<file path="src/rtl/acc_cpu_control_pkg.sv">
// Shared encodings for the accumulator CPU controller: opcodes, ALU selects, FSM states.
package acc_cpu_pkg;

  typedef enum logic [3:0] {
    OP_HALT  = 4'h0,
    OP_LOAD  = 4'h1,
    OP_STORE = 4'h2,
    OP_ADD   = 4'h3,
    OP_SUB   = 4'h4,
    OP_AND   = 4'h5,
    OP_OR    = 4'h6,
    OP_JMP   = 4'h7,
    OP_JZ    = 4'h8
  } opcode_t;

  localparam logic [1:0] ALU_ADD = 2'b00;
  localparam logic [1:0] ALU_SUB = 2'b01;
  localparam logic [1:0] ALU_AND = 2'b10;
  localparam logic [1:0] ALU_OR  = 2'b11;

  localparam logic [15:0] RESET_PC_DEF = 16'h0100;

  typedef logic [2:0] state_t;
  localparam state_t S_FETCH      = 3'd0;
  localparam state_t S_FETCH_WAIT = 3'd1;
  localparam state_t S_DECODE     = 3'd2;
  localparam state_t S_READ       = 3'd3;
  localparam state_t S_READ_WAIT  = 3'd4;
  localparam state_t S_EXEC       = 3'd5;
  localparam state_t S_WRITE      = 3'd6;
  localparam state_t S_HALT       = 3'd7;

endpackage

</file>
<file path="src/rtl/acc_cpu_control_if.sv">
// RAM and ALU connections of the controller; master = controller, slave = RAM/ALU side.
interface acc_cpu_control_if #(
  parameter int ADDR_WIDTH = 18,
  parameter int DATA_WIDTH = 16
);
  logic [ADDR_WIDTH-1:0] mem_addr;
  logic                  mem_cs;
  logic                  mem_we;
  logic                  mem_oe;
  logic [DATA_WIDTH-1:0] mem_wdata;
  logic [DATA_WIDTH-1:0] mem_rdata;
  logic [DATA_WIDTH-1:0] alu_a;
  logic [DATA_WIDTH-1:0] alu_b;
  logic [1:0]            alu_sel;
  logic [DATA_WIDTH-1:0] alu_out;

  modport master (
    output mem_addr, mem_cs, mem_we, mem_oe, mem_wdata, alu_a, alu_b, alu_sel,
    input  mem_rdata, alu_out
  );

  modport slave (
    input  mem_addr, mem_cs, mem_we, mem_oe, mem_wdata, alu_a, alu_b, alu_sel,
    output mem_rdata, alu_out
  );
endinterface

</file>
<file path="src/rtl/acc_cpu_control.sv">
// Fetch/decode/execute FSM for the 16-bit accumulator CPU; owns PC/IR/MBR/AC.
// One state per clock; RAM reads return one cycle after the request.
module acc_cpu_control
  import acc_cpu_pkg::*;
#(
  parameter int          ADDR_WIDTH = 18,
  parameter int          DATA_WIDTH = 16,
  parameter logic [15:0] RESET_PC   = RESET_PC_DEF
) (
  input  logic                  clk,
  input  logic                  rst,
  acc_cpu_control_if.master     bus,
  output logic                  halted,
  output logic [15:0]           dbg_pc,
  output logic [DATA_WIDTH-1:0] dbg_ac
);

  state_t                state;
  logic [15:0]           pc;
  logic [DATA_WIDTH-1:0] ir;
  logic [DATA_WIDTH-1:0] mbr;
  logic [DATA_WIDTH-1:0] ac;

  logic [3:0]            opcode;
  logic [15:0]           operand_pc;
  logic [ADDR_WIDTH-1:0] ea;

  assign opcode     = ir[15:12];
  assign operand_pc = {4'h0, ir[11:0]};
  assign ea         = {{(ADDR_WIDTH-12){1'b0}}, ir[11:0]};

  always_ff @(posedge clk or posedge rst) begin
    if (rst) begin
      state <= S_FETCH;
      pc    <= RESET_PC;
      ir    <= '0;
      mbr   <= '0;
      ac    <= '0;
    end else begin
      case (state)
        S_FETCH:      state <= S_FETCH_WAIT;
        S_FETCH_WAIT: begin
          ir    <= bus.mem_rdata;
          pc    <= pc + 16'd1;
          state <= S_DECODE;
        end
        S_DECODE: begin
          state <= S_FETCH;
          case (opcode)
            OP_HALT:                             state <= S_HALT;
            OP_LOAD, OP_ADD, OP_SUB, OP_AND, OP_OR: state <= S_READ;
            OP_STORE:                            state <= S_WRITE;
            OP_JMP:                              pc <= operand_pc;
            OP_JZ:   if (ac == '0)               pc <= operand_pc;
            default: ;
          endcase
        end
        S_READ:       state <= S_READ_WAIT;
        S_READ_WAIT: begin
          mbr   <= bus.mem_rdata;
          state <= S_EXEC;
        end
        // Only LOAD and the four ALU ops reach EXEC.
        S_EXEC: begin
          if (opcode == OP_LOAD) ac <= mbr;
          else                   ac <= bus.alu_out;
          state <= S_FETCH;
        end
        S_WRITE: state <= S_FETCH;
        S_HALT:  state <= S_HALT;
        default: state <= S_FETCH;
      endcase
    end
  end

  // Strobes are gated by rst so an in-flight write is dropped the moment reset rises.
  always_comb begin
    bus.mem_addr = '0;
    bus.mem_cs   = 1'b0;
    bus.mem_we   = 1'b0;
    bus.mem_oe   = 1'b0;
    if (!rst) begin
      case (state)
        S_FETCH: begin
          bus.mem_addr = ADDR_WIDTH'(pc);
          bus.mem_cs   = 1'b1;
          bus.mem_oe   = 1'b1;
        end
        S_READ: begin
          bus.mem_addr = ea;
          bus.mem_cs   = 1'b1;
          bus.mem_oe   = 1'b1;
        end
        S_WRITE: begin
          bus.mem_addr = ea;
          bus.mem_cs   = 1'b1;
          bus.mem_we   = 1'b1;
        end
        default: ;
      endcase
    end
  end

  always_comb begin
    case (opcode)
      OP_SUB:  bus.alu_sel = ALU_SUB;
      OP_AND:  bus.alu_sel = ALU_AND;
      OP_OR:   bus.alu_sel = ALU_OR;
      default: bus.alu_sel = ALU_ADD;
    endcase
  end

  assign bus.mem_wdata = ac;
  assign bus.alu_a     = ac;
  assign bus.alu_b     = mbr;
  assign halted        = (state == S_HALT);
  assign dbg_pc        = pc;
  assign dbg_ac        = ac;

endmodule

</file>
<file path="src/flat_wrapper.sv">
// flat-port wrapper written by rule: the top's interface ports become plain ports
module acc_cpu_control_flat import acc_cpu_pkg::*;
#(
  parameter int          ADDR_WIDTH = 18,
  parameter int          DATA_WIDTH = 16,
  parameter logic [15:0] RESET_PC   = RESET_PC_DEF
)
  (clk, rst, halted, dbg_pc, dbg_ac, bus_mem_addr, bus_mem_cs, bus_mem_we, bus_mem_oe, bus_mem_wdata, bus_alu_a, bus_alu_b, bus_alu_sel, bus_mem_rdata, bus_alu_out);
  acc_cpu_control_if #(.ADDR_WIDTH(ADDR_WIDTH), .DATA_WIDTH(DATA_WIDTH)) bus_i ();
  input  logic clk;
  input  logic rst;
  output logic halted;
  output logic [15:0] dbg_pc;
  output logic [DATA_WIDTH-1:0] dbg_ac;
  output wire logic [$bits(bus_i.mem_addr)-1:0] bus_mem_addr;
  output wire logic [$bits(bus_i.mem_cs)-1:0] bus_mem_cs;
  output wire logic [$bits(bus_i.mem_we)-1:0] bus_mem_we;
  output wire logic [$bits(bus_i.mem_oe)-1:0] bus_mem_oe;
  output wire logic [$bits(bus_i.mem_wdata)-1:0] bus_mem_wdata;
  output wire logic [$bits(bus_i.alu_a)-1:0] bus_alu_a;
  output wire logic [$bits(bus_i.alu_b)-1:0] bus_alu_b;
  output wire logic [$bits(bus_i.alu_sel)-1:0] bus_alu_sel;
  input wire logic [$bits(bus_i.mem_rdata)-1:0] bus_mem_rdata;
  input wire logic [$bits(bus_i.alu_out)-1:0] bus_alu_out;
  assign bus_mem_addr = bus_i.mem_addr;
  assign bus_mem_cs = bus_i.mem_cs;
  assign bus_mem_we = bus_i.mem_we;
  assign bus_mem_oe = bus_i.mem_oe;
  assign bus_mem_wdata = bus_i.mem_wdata;
  assign bus_alu_a = bus_i.alu_a;
  assign bus_alu_b = bus_i.alu_b;
  assign bus_alu_sel = bus_i.alu_sel;
  assign bus_i.mem_rdata = bus_mem_rdata;
  assign bus_i.alu_out = bus_alu_out;
  acc_cpu_control #(.ADDR_WIDTH(ADDR_WIDTH), .DATA_WIDTH(DATA_WIDTH), .RESET_PC(RESET_PC)) u_core (.clk(clk), .rst(rst), .bus(bus_i), .halted(halted), .dbg_pc(dbg_pc), .dbg_ac(dbg_ac));
endmodule
</file>
<file path="config.mk">
export PLATFORM = sky130hd
export DESIGN_NAME = acc_cpu_control_flat
export DESIGN_NICKNAME = d
export VERILOG_FILES = /design/src/rtl/acc_cpu_control_pkg.sv /design/src/rtl/acc_cpu_control_if.sv /design/src/rtl/acc_cpu_control.sv /design/src/flat_wrapper.sv
export SDC_FILE = /design/constraint.sdc
export NUM_CORES = 1
export LEC_CHECK = 0
export BUFFER_PORTS_ARGS = -buffer_cell sky130_fd_sc_hd__buf_2
export CAP_MARGIN = 25
export CORE_ASPECT_RATIO = 0.6
export CORE_UTILIZATION = 35
export DETAILED_ROUTE_END_ITERATION = 10
export MAX_ROUTING_LAYER = met4
export PLACE_DENSITY = 0.57
export SLEW_MARGIN = 20
export SYNTH_ARGS = -nofsm -noshare
export SYNTH_HDL_FRONTEND = slang
export SYNTH_SLANG_ARGS = --single-unit
</file>
<file path="constraint.sdc">
create_clock -name clk -period 6.1 [get_ports clk]
set_clock_uncertainty 0.1 [all_clocks]
set_input_delay 0.305 -clock clk [delete_from_list [all_inputs] [get_ports clk]]
set_output_delay 0.305 -clock clk [all_outputs]
set_load 0.03 [all_outputs]
</file>
==> flow_metrics.env <==
export IMPL_outcome="completed"
export IMPL_post_cts_resized=0
export IMPL_synth_edf_count=0
export IMPL_via_per_inst=5.09
export IMPL_clock_fmax_ghz=0.360
export IMPL_tightest_slew_ps=1010
export IMPL_rows=28
export IMPL_syn_area_mm2=0.00372
export IMPL_drv_cap=0
export IMPL_period_share=0.456
export IMPL_hold_buffers=0
export IMPL_cts_buffers=9
export IMPL_yosysWarnings=0
export IMPL_seq_area_frac_synth=0.451
export IMPL_hold_violations=0
export IMPL_rrSetupSlack_ps=3560
export IMPL_p_leak_nw=2.17
export IMPL_synth_area_per_cell_um2=10.0
export IMPL_path_cells="nor3_2 > a22oi_1 > nor2_1 > buf_2"
export IMPL_peakVddDrop_mv=0.286
export IMPL_crit_path_end_kind="output port"
export IMPL_power_density_mw_per_mm2=703
export IMPL_critPathArrivalTime_ps=2380
export IMPL_wl_mm=9.99
export IMPL_synth_cells=371
export IMPL_drc=0
export IMPL_grt_pass1_wl_mm=15.6
export IMPL_finalSetupViolCount=0
export IMPL_cp_data_required_time_ps=5690
export IMPL_ys_flop_type="dfrtp_1"
export IMPL_dieArea_mm2=0.0111
export IMPL_report_final_slew_viol_count=0
export IMPL_rsz0062_at_grt="no"
export IMPL_hold_depth=2
export IMPL_via_count=3081
export IMPL_antenna_found_initial=0
export IMPL_maxSlewHeadroom=0.325
export IMPL_hp_class="in2reg"
export IMPL_gp_congestion=0.795
export IMPL_ys_ff_latch=67
export IMPL_timing_rr_end="u_core.dbg_pc[0]"
export IMPL_cts_tree="built"
export IMPL_ant_nets=0
export IMPL_hold_path_end="u_core.bus.alu_b[9]"
export IMPL_postLayoutSetupSlackWorst_ps=3320
export IMPL_root_buffer="clkbuf_16"
export IMPL_path_class="reg2out"
export IMPL_path_clk_slew_ps=60
export IMPL_area_growth_pct=22.9
export IMPL_drtIter0Drc=119
export IMPL_start_kind="flop"
export IMPL_track_usage=0.196
export IMPL_grt_max_degree=42
export IMPL_clk_latency_ps=330
export IMPL_finalSetupTns_ps=0
export IMPL_clk_path_buf_depth=2
export IMPL_initial_utilization=0.369
export IMPL_place_port_buffers=135
export IMPL_diodes=0
export IMPL_holdCritStartpoint="bus_mem_rdata[9]"
export IMPL_r2r_start="u_core.state[1]"
export IMPL_die_y_um=81.8
export IMPL_cts_max_level=3
export IMPL_min_period_ps=2780
export IMPL_slowest_stage="nor3_2"
export IMPL_drive_above_1_share=0.436
export IMPL_die_w_um=135
export IMPL_cp_max_fo=14
export IMPL_cts_sinks=67
export IMPL_hpwl_mm=7.33
export IMPL_r2r_cells=5
export IMPL_synth_cell_type_count=48
export IMPL_finalNetCount=500
export IMPL_post_cts_buffers=0
export IMPL_coreArea_mm2=0.0101
export IMPL_pin_count=138
export IMPL_wire_per_inst_um=16.5
export IMPL_grt_pass1_vias=2870
export IMPL_grt_overflow=0
export IMPL_synth_async_reset_ratio=1.00
export IMPL_drt_first_pass_iters=4
export IMPL_nFillCells=983
export IMPL_pre_cts_ws_ps=3570
export IMPL_slowest_delay_ps=890
==> critical path, delay by kind of cell, from the launching register on <==
family	cells	cell delay [ps]
compound gates	1	240
buf+inv	1	210
simple gates	2	1030
flops	1	550
==> worst max path at each step <==
stage / cells after the start / start / endpoint / slack, ps
finish: 4 / u_core.state[2] / bus_mem_addr[1] / 3320
CTS: 4 / u_core.state[2] / bus_mem_addr[1] / 3350
global placement: 5 / u_core.state[1] / u_core.dbg_pc[0] / 3650
floorplan: 3 / rst / u_core.bus.alu_a[0] / 3640
detailed placement: 5 / u_core.state[1] / u_core.dbg_pc[0] / 3570
global route: 4 / u_core.state[2] / bus_mem_addr[2] / 3130
==> layout by cell type, fill, tap and decap left out, types with 4 or more instances in the layout <==
master and instances:
and2_1 5, nand3_1 8, a21oi_1 20, a22oi_1 12, buf_2 135, inv_1 4
nor2_1 23, nor4_1 6, o21ai_0 32, mux2i_1 17, buf_4 4, mux2_2 31
clkbuf_16 9, dfrtp_1 66, nand2_1 36
==> where the power goes <==
part           internal, mW  total (mW)  switching, mW
Clock                 0.398       0.597          0.199
Sequential            0.662       0.959          0.298
Combinational         0.550        1.65           1.10
Total                  1.61        3.21           1.60
==> routing by layer <==
metal | wire, µm | track usage | up-vias
li1 | - | - | 1478
met1 | 5210 | 0.282 | 1488
met2 | 4120 | 0.271 | 103
met3 | 538 | 0.0444 | 12
met4 | 121 | 0.0573 | 0
met5 | 0 | - | -
==> registers in the layout (all words and copies together) (netlist names) <==
register	count
u_core.bus.alu_b	16
u_core.state	3
u_core.bus.alu_a	16
u_core.dbg_pc	16
u_core.ir	16
==> through the flow <==
stage	hold slack, ps	power, mW	instance area (µm²)	util	instances
2_1_floorplan	322	2.29	3720	-	372
3_3_place_gp	416	2.60	4230	0.419	589
3_5_place_dp	427	2.62	4230	0.419	589
4_1_cts	105	3.23	4570	0.453	605
5_1_grt	117	3.40	4570	0.453	605
6_report	116	3.21	4570	0.453	605
==> cells by family after synthesis <==
family | count (synthesis) | share of synthesized area
AO/OA/AOI/OAI | 82 | 0.133
XOR/XNOR | 4 | 0.00942
adder cells (fa/ha/maj) | 1 | 0.00336
buffers and inverters | 62 | 0.109
flip-flops | 67 | 0.451
multiplexers | 48 | 0.140
other | 1 | 0.00101
AND/OR/NAND/NOR | 106 | 0.153
==> synth_stat cells, types with 3 or more instances <==
library cell / count / area, µm²
nor3_1: 3 / 15.0
buf_4: 36 / 270
a21oi_1: 20 / 100
a31oi_1: 3 / 18.8
nand2_1: 36 / 135
clkbuf_1: 7 / 26.3
o21ai_0: 32 / 160
mux2i_1: 17 / 170
o22ai_1: 3 / 18.8
inv_1: 5 / 18.8
nor4_1: 6 / 37.5
nor2b_1: 3 / 18.8
a22oi_1: 12 / 90.1
nor2_1: 23 / 86.3
dfrtp_1: 66 / 1650
or2_2: 3 / 18.8
buf_2: 11 / 55.1
nand3_1: 8 / 40.0
nand2b_1: 3 / 18.8
nand4_1: 3 / 18.8
mux2_2: 31 / 349
buf_6: 3 / 33.8
and2_1: 5 / 31.3
==> layout make-up <==
cell class / instances / area, µm² / share of cell area
Clock buffer: 9 / 225 / 0.0493
Tap cell: 135 / 169 / 0.0370
Sequential cell: 67 / 1680 / 0.367
Clock inverter: 7 / 116 / 0.0255
Multi-Input combinational cell: 243 / 1660 / 0.363
Inverter: 5 / 18.8 / 0.00411
Timing Repair Buffer: 139 / 706 / 0.154
(Power assumes the default switching activity.)
